`src/rtl/onchip_ram_arb_pkg.sv`:
```
// Shared constants and the two-way grant function for the on-chip RAM arbiter.
// Port 0 is the Nios data master and port 1 is the DMA/peripheral master.
package onchip_ram_arb_pkg;

    localparam int ADDR_W_DEF = 13;
    localparam int DATA_W_DEF = 32;
    localparam int BE_W_DEF   = DATA_W_DEF / 8;

    localparam logic PORT0 = 1'b0;
    localparam logic PORT1 = 1'b1;

    localparam bit PRIO_RR    = 1'b0;
    localparam bit PRIO_FIXED = 1'b1;

    // One-hot grant (bit i = port i). A lone requester always wins; a tie goes
    // to port 0 under fixed priority, otherwise to the port not served last.
    function automatic logic [1:0] rr_pick(input logic [1:0] req,
                                           input logic       last,
                                           input bit         fixed);
        logic [1:0] gnt;
        gnt = req;
        if (req == 2'b11) begin
            if (fixed || (last == PORT1)) gnt = 2'b01;
            else                          gnt = 2'b10;
        end
        return gnt;
    endfunction

endpackage

```
`src/rtl/onchip_ram_arbiter_rr_arb2.sv`:
```
// Two-way arbiter: combinational one-hot grant from the request pair and the
// last-served port. Grants are forced off while reset_n is low.
module rr_arb2
    import onchip_ram_arb_pkg::*;
#(
    parameter bit FIXED_PRIO = PRIO_RR
) (
    input  logic       clk,
    input  logic       reset_n,
    input  logic [1:0] req_i,
    input  logic       advance_i,
    output logic [1:0] grant_o
);

    logic last_grant_q;
    logic last_grant_d;

    always_comb begin
        grant_o = 2'b00;
        if (reset_n) grant_o = rr_pick(req_i, last_grant_q, FIXED_PRIO);
    end

    always_comb begin
        last_grant_d = last_grant_q;
        if (advance_i) last_grant_d = grant_o[1];
    end

    // Reset to port 1 so that port 0 takes the first tie.
    always_ff @(posedge clk or negedge reset_n) begin
        if (!reset_n) last_grant_q <= PORT1;
        else          last_grant_q <= last_grant_d;
    end

endmodule

```
`src/rtl/onchip_ram_arbiter.sv`:
```
// Shares one single-port RAM between two Avalon-MM masters: command mux,
// 1-deep read-owner pipe and read-response demux.
module onchip_ram_arbiter
    import onchip_ram_arb_pkg::*;
#(
    parameter int ADDR_W     = ADDR_W_DEF,
    parameter int DATA_W     = DATA_W_DEF,
    parameter int BE_W       = BE_W_DEF,
    parameter int FIXED_PRIO = 0
) (
    input  logic              clk,
    input  logic              reset_n,

    input  logic [ADDR_W-1:0] m0_address,
    input  logic [BE_W-1:0]   m0_byteenable,
    input  logic              m0_read,
    input  logic              m0_write,
    input  logic [DATA_W-1:0] m0_writedata,
    output logic              m0_waitrequest,
    output logic [DATA_W-1:0] m0_readdata,
    output logic              m0_readdatavalid,

    input  logic [ADDR_W-1:0] m1_address,
    input  logic [BE_W-1:0]   m1_byteenable,
    input  logic              m1_read,
    input  logic              m1_write,
    input  logic [DATA_W-1:0] m1_writedata,
    output logic              m1_waitrequest,
    output logic [DATA_W-1:0] m1_readdata,
    output logic              m1_readdatavalid,

    output logic [ADDR_W-1:0] ram_address,
    output logic [BE_W-1:0]   ram_byteenable,
    output logic              ram_chipselect,
    output logic              ram_write,
    output logic [DATA_W-1:0] ram_writedata,
    output logic              ram_clken,
    input  logic [DATA_W-1:0] ram_readdata
);

    logic [1:0]        req;
    logic [1:0]        grant;
    logic              granted;
    logic              sel;
    logic              wr_sel;
    logic              rd_sel;
    logic              rd_accept;

    logic [ADDR_W-1:0] addr_q,  addr_d;
    logic [BE_W-1:0]   be_q,    be_d;
    logic [DATA_W-1:0] wdata_q, wdata_d;
    logic              rd_pend_q,  rd_pend_d;
    logic              rd_owner_q, rd_owner_d;

    assign req = {m1_read | m1_write, m0_read | m0_write};

    rr_arb2 #(
        .FIXED_PRIO (FIXED_PRIO != 0)
    ) u_arb (
        .clk       (clk),
        .reset_n   (reset_n),
        .req_i     (req),
        .advance_i (granted),
        .grant_o   (grant)
    );

    assign granted        = |grant;
    assign sel            = grant[1];
    assign m0_waitrequest = ~grant[0];
    assign m1_waitrequest = ~grant[1];

    // A simultaneous read+write on one port is treated as a write only.
    assign wr_sel    = sel ? m1_write : m0_write;
    assign rd_sel    = sel ? m1_read  : m0_read;
    assign rd_accept = granted & rd_sel & ~wr_sel;

    always_comb begin
        addr_d  = addr_q;
        be_d    = be_q;
        wdata_d = wdata_q;
        if (granted) begin
            addr_d  = sel ? m1_address    : m0_address;
            be_d    = sel ? m1_byteenable : m0_byteenable;
            wdata_d = sel ? m1_writedata  : m0_writedata;
        end
    end

    assign ram_address    = addr_d;
    assign ram_byteenable = be_d;
    assign ram_writedata  = wdata_d;
    assign ram_chipselect = granted;
    assign ram_write      = granted & wr_sel;
    assign ram_clken      = reset_n;

    always_comb begin
        rd_pend_d  = rd_accept;
        rd_owner_d = rd_owner_q;
        if (rd_accept) rd_owner_d = sel;
    end

    // Async clear of rd_pend_q drops any in-flight response across reset.
    always_ff @(posedge clk or negedge reset_n) begin
        if (!reset_n) begin
            addr_q     <= '0;
            be_q       <= '0;
            wdata_q    <= '0;
            rd_pend_q  <= 1'b0;
            rd_owner_q <= PORT0;
        end else begin
            addr_q     <= addr_d;
            be_q       <= be_d;
            wdata_q    <= wdata_d;
            rd_pend_q  <= rd_pend_d;
            rd_owner_q <= rd_owner_d;
        end
    end

    assign m0_readdata      = ram_readdata;
    assign m1_readdata      = ram_readdata;
    assign m0_readdatavalid = rd_pend_q & (rd_owner_q == PORT0);
    assign m1_readdatavalid = rd_pend_q & (rd_owner_q == PORT1);

endmodule

```
`config.mk`:
```
export PLATFORM = sky130hd
export DESIGN_NAME = onchip_ram_arbiter
export DESIGN_NICKNAME = d
export VERILOG_FILES = /design/src/rtl/onchip_ram_arb_pkg.sv /design/src/rtl/onchip_ram_arbiter_rr_arb2.sv /design/src/rtl/onchip_ram_arbiter.sv
export SDC_FILE = /design/constraint.sdc
export NUM_CORES = 1
export LEC_CHECK = 0
export CAP_MARGIN = 30
export CORE_MARGIN = 4
export CORE_UTILIZATION = 29
export CTS_CLUSTER_DIAMETER = 200
export CTS_CLUSTER_SIZE = 30
export DETAILED_ROUTE_END_ITERATION = 16
export GPL_TIMING_DRIVEN = 1
export PLACE_DENSITY = 0.83
export SLEW_MARGIN = 25
export SYNTH_ARGS = -nofsm -noshare
export SYNTH_HDL_FRONTEND = slang
export SYNTH_SLANG_ARGS = --single-unit
```
`constraint.sdc`:
```
create_clock -name clk -period 1.3 [get_ports clk]
set_input_delay 0.13 -clock clk [delete_from_list [all_inputs] [get_ports clk]]
set_output_delay 0.13 -clock clk [all_outputs]
set_load 0.02 [all_outputs]
```
**Yosys cells after proc, flatten, opt, wreduce, memory -nomap -nowiden**

Cells that the tools add are included.

- Divide/modulo/power cells: 0
- Reductions and logical operators: 1
- $add $sub $neg: 0
- Bitwise logic cells: 11
- Mux-type cells: 11
- Multipliers: 0
- $lt $le $gt $ge: 0
- Eq/ne operators: 1
- Shift-type cells: 0

Operator list:

| operator | number |
|---|---|
| 32-bit 2-to-1 mux | 2 |
| 13-bit 2-to-1 mux | 2 |
| 4-bit 2-to-1 mux | 2 |
| 2-bit 2-to-1 mux | 3 |
| 1-bit AND | 5 |
| 1-bit inverter | 4 |
| 2-bit equality test (second input constant) | 1 |
| 1-bit 2-to-1 mux | 2 |
| 1-bit OR | 2 |
| 2-bit OR reduction | 1 |

- Output and inout port bits: 120
- Register bits after elaboration: 52
- Bits in latches: 0
- Bits in read-only memories: 0
- Bits of input ports: 136
- RAM bits: 0
- Memories kept: 0
- Logic and storage cells: 30

**Logic depth before layout (Yosys ltp)**

Gate-level depths: netlist of the first run.

- Word-level depth: 7
- Depth in mapped cells: 6
- Gate-level depth less buffers: 4

**Hierarchy**

Synthesis of the first run repeated with hierarchy kept, for this count alone.

- Cell total of the unflattened synthesis: 304
- Area total of the unflattened synthesis: 2981.6 sq um

Modules (own cells, without submodules):

| module | area each (sq um) | instances | cells an instance |
|---|---|---|---|
| onchip_ram_arbiter | 2915.3 | 1 | 296 |
| rr_arb2 | 66.3 | 1 | 8 |

**Worst setup path after synthesis of the first run**

OpenSTA, ideal clock, no wires.

- Path kind: register -> register
- Start point: register u_arb.last_grant_q
- End point: register wdata_q[16]
- Stages on the path, launching flop included: 5
- Data arrival time: 1503 ps
- Setup time: 167 ps
- Slack: -370 ps
- Cell sequence: dfstp_2 > o21a_1 > clkbuf_1 > o21ai_0 > a21oi_1

- Cells in the longest elaborated chain, start to end: 5

Ends and longest elaborated chain:

| item | line | RTL |
|---|---|---|
| start: declaration | onchip_ram_arbiter_rr_arb2.sv:15 | `logic last_grant_q;` |
| start signal: assignment | onchip_ram_arbiter_rr_arb2.sv:31 | `else last_grant_q <= last_grant_d;` |
| 2-bit 2-to-1 mux (*) | onchip_ram_arb_pkg.sv:23 | `if (fixed \|\| (last == PORT1)) gnt = 2'b01;` |
| 2-bit 2-to-1 mux (*) | onchip_ram_arb_pkg.sv:22 | `if (req == 2'b11) begin` |
| 2-bit 2-to-1 mux (*) | onchip_ram_arbiter_rr_arb2.sv:20 | `if (reset_n) grant_o = rr_pick(req_i, last_grant_q, FIXED_PRIO);` |
| 32-bit 2-to-1 mux or 2-bit OR reduction (tied branches) | onchip_ram_arbiter.sv:84, onchip_ram_arbiter.sv:67 |  |
| 32-bit 2-to-1 mux (*) | onchip_ram_arbiter.sv:81 | `if (granted) begin` |
| net ram_writedata[16] | onchip_ram_arbiter.sv:36 | `output logic [DATA_W-1:0] ram_writedata,` |
| end signal: assignment | onchip_ram_arbiter.sv:112 | `wdata_q <= wdata_d;` |
| end: declaration | onchip_ram_arbiter.sv:51 | `logic [DATA_W-1:0] wdata_q, wdata_d;` |

The timed path passes the listed nets; every way through them passes the cells marked *.
A chain may end at the register's enable or synchronous reset.

**Final worst setup path of the first run**

- Start point: register u_arb.last_grant_q
- End point: output port ram_address[6]

- Cells in the longest elaborated chain, start to end: 5

Ends and longest elaborated chain:

| item | line | RTL |
|---|---|---|
| 2-bit 2-to-1 mux (*) | onchip_ram_arb_pkg.sv:23 |  |
| 2-bit 2-to-1 mux (*) | onchip_ram_arb_pkg.sv:22 |  |
| 2-bit 2-to-1 mux (*) | onchip_ram_arbiter_rr_arb2.sv:20 |  |
| 13-bit 2-to-1 mux or 2-bit OR reduction (tied branches) | onchip_ram_arbiter.sv:82, onchip_ram_arbiter.sv:67 |  |
| 13-bit 2-to-1 mux (*) | onchip_ram_arbiter.sv:81 |  |
| end: declaration | onchip_ram_arbiter.sv:32 | `output logic [ADDR_W-1:0] ram_address,` |

Mark *: on every way between the ends. The rest lies on a longest branch, timed or not.

==> impl_metrics.py, run 1 <==
metrics = {
    "yosys": {
        "netlist_area_sq_mm": 0.00296,
        "synth_warnings": 0,
        "synth_cell_types": 29,
        "syn_nets": 421,
        "ys_seq_elements": 52,
        "synth.avg_cell_area_sq_um": 10.4,
        "synth_cells": 285,
        "ys_seq_area_share_pct": 43.9,
    },
    "sta": {
        "fin_setup_tns_ns": -33.09,
        "hold_viol": 0,
        "min_period_over_period_pct": 144,
        "fmax_mhz": 535,
        "setup_slack_ns": -0.570,
        "finClkSkew_ns": 0.00841,
        "maxSlewHeadroom_pct": 70.9,
        "finalCriticalPeriod_ns": 1.87,
        "worst_pin_slew_ns": 0.437,
        "setup_viol": 103,
        "slew_viol_final": 0,
        "fin_hold_ws_ns": 0.160,
        "rsz0062_at_grt": "true",
    },
    "pwr": {
        "power.density_mw_per_mm2": 1100,
        "vdd_drop_max_mv": 0.511,
        "leakagePower_nw": 2.16,
        "total_power_mw": 5.56,
    },
    "global_routing": {
        "antenna_found_initial": 0,
        "grt_usage_pct": 16.7,
        "grt_remaining_overflow": 0,
        "grt_pass1_wl_um": 15500,
        "grt_max_degree": 25,
        "grt_pass1_vias": 3064,
    },
    "clock_tree": {
        "numClockSinks": 52,
        "cts_buffers": 5,
        "insertion_delay_ns": 0.30,
        "htreeDepth": 2,
        "clk_pin_slew_worst_paths_ns": 0.10,
        "cts_root_buf": "clkbuf_8",
        "cts_tree": "built",
        "cts.path.max_buffers": 2,
    },
    "setup_path": {
        "worst_ep_required_time_ns": 1.17,
        "startpoint_type": "flip-flop",
        "crit_chain": "o21a_4, buf_4, buf_6, o21ai_1, a21oi_2, buf_4",
        "cpMostUsedCell": "buf_4",
        "crit_family": "flip-flops",
        "endpoint_kind": "primary output",
        "slowest_delay_ns": 0.57,
        "slowest_stage": "dfstp_2",
        "critPathKind": "flip-flop to primary output",
        "arrival_ns": 1.74,
        "crit_buf_inv": 3,
        "worst-path-max-fanout": 5,
    },
    "outcome": {
        "violations": "setup timing",
        "run_status": "finished with violations",
    },
    "die": {
        "initial_core_util_pct": 30.0,
        "die_area_sq_mm": 0.0119,
        "core.rowCount": 36,
        "chipWidth_um": 109,
        "pin_count": 256,
        "core_sq_mm": 0.00986,
        "dieHeight_um": 109,
    },
    "route": {
        "vias": 2832,
        "viasPerCell": 4.99,
        "ant_nets": 0,
        "drcViolationCount": 0,
        "firstDrtPassIters": 4,
        "drt_wl_total_um": 10700,
        "drt_iter0_drc": 134,
        "wl_per_cell_um": 18.8,
    },
    "placement": {
        "port_buffers": 159,
        "dp.cells": 528,
        "place_area_sq_mm": 0.00446,
        "dp_hpwl_um": 7490,
        "gp_congestion": 0.793,
        "place_ws_ns": -1.20,
    },
    "cells_and_area": {
        "stdcell_count": 568,
        "nets": 570,
        "finish.utilization_pct": 51.4,
        "area_growth_pct": 71.0,
        "diodes": 0,
        "layout-drive-gt1-share_pct": 43.7,
        "final_area_sq_mm": 0.00507,
    },
    "worst_hold_path": {
        "min_path_type": "input port to asynchronous set/reset pin",
    },
    "job": {
        "maxCapViolCount": 0,
    },
}
[logic make-up (layout without fill, tap and decap cells)]
group / count (synthesis) / count (layout) / synth area share (%)
AO/OA/AOI/OAI: 86 / 86 / 23.8
flip-flops: 52 / 52 / 43.9
AND/OR/NAND/NOR: 58 / 58 / 11.0
buffers and inverters: 89 / 239 / 21.3
[state kept, by name, indices dropped and copies added, names as in the netlist]
register	cells
addr_q	13
be_q	4
rd_owner_q	1
rd_pend_q	1
u_arb.last_grant_q	1
wdata_q	32
[cell usage after synthesis, drive strengths merged]
library cell / instances / share of area [%]
o41ai: 1 / 0.93
and2: 36 / 7.6
o21ai: 17 / 2.9
o221a: 1 / 0.38
nor2: 16 / 2.4
a21oi: 15 / 2.5
o2111ai: 1 / 0.30
clkbuf: 7 / 0.89
or2: 1 / 0.21
inv: 4 / 0.51
dfrtp: 51 / 43
a41oi: 14 / 4.1
nor2b: 1 / 0.21
o21a: 1 / 0.25
o2bb2ai: 1 / 0.30
and3: 1 / 0.21
nand3: 1 / 0.17
nand2: 2 / 0.25
a221o: 35 / 12
buf: 78 / 20
dfstp: 1 / 0.89
[report_power, final]
group	switching (mW)	total [mW]	leakage, nW	internal, mW
Sequential	0.0689	1.94	0.622	1.87
Clock	0.528	1.10	0.0552	0.572
Combinational	1.17	2.52	1.49	1.36
[repair_timing]
item,CTS,global route
buffers inserted,22,4
resized for setup,381,22
endpoints found under the hold margin,12,0
pin swaps,45,17
setup endpoints to repair,108,108
hold buffers,1,0
gates cloned,4,1
[worst min-delay path: cells and delay by family]
family                 cells  cell delay, ns
buffers and inverters      3            0.69
[final timing paths]
check	cells past startpoint	end	slack [ns]	from
worst max-delay path	6	ram_address[6]	-0.57	u_arb.last_grant_q
worst min-delay path	3	wdata_q[15]	0.16	reset_n
worst max register to register	8	wdata_q[28]	-0.33	u_arb.last_grant_q
worst min register to register	2	be_q[3]	0.55	be_q[3]
max in group asynchronous	4	addr_q[8]	0.63	reset_n
min in group clk	3	rd_owner_q	0.21	m1_write
[cell type report]
type                            instances  area, sq um
Sequential cell                        52         1300
Timing Repair Buffer                  227         2210
Clock buffer                            6         72.6
Inverter                                4         20.0
Fill cell                             853         4800
Tap cell                              133          166
Multi-Input combinational cell        144         1260
Clock inverter                          2         35.0
[metal layers]
metal  wire [um]  vias to the layer above  share of wire [%]  track usage, %
li1            -                     1260                  -               -
met5           0                        -                  0               0
met3         877                       28                8.2            3.91
met1        4070                     1378                 38            19.1
met4         182                        0                1.7            4.33
met2        5540                      166                 52            31.1
[cell usage in the layout (no fill, tap or decap), drive strengths merged, types with 2 or more instances in the layout]
cell	Yosys	routed
a41oi	14	14
a21oi	15	15
nor2	16	16
clkbuf	7	9
clkdlybuf4s50	0	98
inv	4	4
dfrtp	51	51
a221o	35	35
and2	36	36
buf	78	125
nand2	2	2
o21ai	17	17
(Power assumes the default switching activity.)
==> inputs of run 2 (changes only) <==
- CELL_PAD_IN_SITES_DETAIL_PLACEMENT: default -> 0
- CELL_PAD_IN_SITES_GLOBAL_PLACEMENT: default -> 1
- CORE_UTILIZATION: 29 -> 30
- DONT_BUFFER_PORTS: default -> 1
- PLACE_DENSITY: 0.83 -> 0.65
==> run 2 against run 1 <==
Compared with the run above: the run ends with hold timing, setup timing left; via count shrank 30%; flip-flop and latch count unchanged; clock skew fell by 0.0017 ns; first-iteration DRC count grew 16%; count of clock-buffer cells in the layout unchanged; critical path depth down 2; core utilization is 18 points lower; sequential power about the same; die area is 3.1% lower; fmax rose by 2.1%; largest power group is now registers.
==> impl_metrics.py, run 2 (synthesis gave the netlist of run 1 again) <==
metrics = {
    "clock_tree": {
        "clk_pin_slew_worst_paths_ns": 0.09,
        "htreeDepth": 2,
        "numClockSinks": 52,
        "cts_root_buf": "clkbuf_8",
        "cts.path.max_buffers": 2,
        "holdBufCountCts": 2,
        "cts_tree": "built",
        "cts_buffers": 5,
        "insertion_delay_ns": 0.30,
    },
    "outcome": {
        "run_status": "finished with violations",
        "violations": "hold timing, setup timing",
    },
    "cells_and_area": {
        "area_growth_pct": 8.99,
        "stdcell_count": 364,
        "largestRegisters": "wdata_q x32, addr_q x13, be_q x4",
        "mostFrequentLayoutCell": "dfrtp_1",
        "largest_register_ffs": 32,
        "layout-drive-gt1-share_pct": 33.8,
        "top_register": "wdata_q",
        "diodes": 0,
        "final_area_sq_mm": 0.00323,
        "nets": 367,
        "final_cell_mix": "dfrtp_1 (51), and2_1 (36), a221o_1 (24), nor2_1 (14), a221o_2 (11)",
        "finish.utilization_pct": 33.4,
    },
    "global_routing": {
        "grt_pass1_vias": 2181,
        "grt_remaining_overflow": 0,
        "grt_usage_pct": 14.0,
        "grt_pass1_wl_um": 12500,
        "antenna_found_initial": 0,
        "grt_max_degree": 73,
    },
    "sta": {
        "rsz0062_at_grt": "true",
        "finalCriticalPeriod_ns": 1.83,
        "worst_pin_slew_ns": 0.594,
        "min_period_over_period_pct": 141,
        "setup_slack_ns": -0.531,
        "fin_hold_ws_ns": -0.487,
        "finClkSkew_ns": 0.00670,
        "setup_viol": 101,
        "hold_viol": 52,
        "fin_setup_tns_ns": -34.79,
        "maxSlewHeadroom_pct": 60.4,
        "fmax_mhz": 546,
        "slew_viol_final": 0,
    },
    "pwr": {
        "leakagePower_nw": 1.21,
        "vdd_drop_max_mv": 0.521,
        "power.density_mw_per_mm2": 1310,
    },
    "job": {
        "maxCapViolCount": 0,
    },
    "setup_path": {
        "worst_ep_required_time_ns": 1.17,
        "worst-path-max-fanout": 23,
        "arrival_ns": 1.70,
        "slowest_stage": "a221o_1",
        "crit_chain": "buf_4, o221a_4, buf_12, a221o_1",
        "startpoint_type": "flip-flop",
        "slowest_delay_ns": 0.46,
        "critPathKind": "flip-flop to primary output",
        "endpoint_kind": "primary output",
    },
    "die": {
        "core_sq_mm": 0.00968,
        "chipWidth_um": 107,
        "die_area_sq_mm": 0.0115,
        "core.rowCount": 36,
        "initial_core_util_pct": 30.6,
        "dieHeight_um": 107,
        "pin_count": 256,
    },
    "route": {
        "drcViolationCount": 0,
        "drt_wl_total_um": 8390,
        "vias": 1987,
        "viasPerCell": 5.46,
        "firstDrtPassIters": 6,
        "drt_iter0_drc": 155,
        "ant_nets": 0,
        "wl_per_cell_um": 23.1,
    },
    "worst_hold_path": {
        "min_path_type": "input port to asynchronous set/reset pin",
    },
    "placement": {
        "dp.cells": 350,
        "place_ws_ns": -0.431,
        "place_area_sq_mm": 0.00277,
        "dp_hpwl_um": 5590,
        "port_buffers": 0,
        "gp_congestion": 0.678,
    },
}
-- run 2: path summary, 6_finish.rpt --
path / startpoint / to / slack (ns) / cells after the start
worst max-delay path: u_arb.last_grant_q / ram_writedata[25] / -0.53 / 4
worst min register to register: rd_owner_q / rd_owner_q / 0.55 / 1
worst max register to register: u_arb.last_grant_q / wdata_q[25] / -0.25 / 4
worst min-delay path: reset_n / wdata_q[23] / -0.49 / 0
min in group clk: m0_read / rd_owner_q / 0.05 / 2
max in group asynchronous: reset_n / u_arb.last_grant_q / 1.58 / 0
-- run 2: power by group --
part / total, mW / switching [mW] / internal (mW)
clock: 0.900 / 0.532 / 0.368
sequential: 1.94 / 0.0656 / 1.87
combinational: 1.40 / 0.893 / 0.509
-- run 2: timing repair --
action | 4_1_cts | 5_1_grt
setup buffers | 0 | 3
setup endpoints to repair | 103 | 104
pin swaps | 33 | 38
resized for setup | 29 | 28
hold endpoints to repair | 54 | 52
gates cloned | 1 | 1
-- run 2: cell type report --
type                    instances  area [sq um]
well taps                     133           166
multi-input cells             145          1390
flip-flops and latches         52          1300
inverters                       4          17.5
fillers                       974          6450
repair buffers                 23           275
clock buffers                   6          72.6
clock inverters                 1          5.00
-- run 2: critical path, delay by kind of cell (launching register included) --
family          cells  cell delay [ns]
buf+inv             2             0.31
compound gates      2             0.70
flops               1             0.39
-- run 2: layer usage --
metal	wire length (um)	track usage, %	part of all wire (%)	vias to the layer above
met4	172	4.87	2.0	0
met2	4120	23.0	49	117
met3	927	5.76	11	17
met1	3170	16.5	38	989
met5	0	0	0	-
li1	-	-	-	864
-- run 2: stage by stage --
stage	hold WS (ns)	total power [mW]
floorplan	-0.166	3.24
global placement	-0.163	3.15
detailed placement	-0.164	3.16
CTS	-0.517	4.21
global route	-0.529	4.48
finish	-0.487	4.24
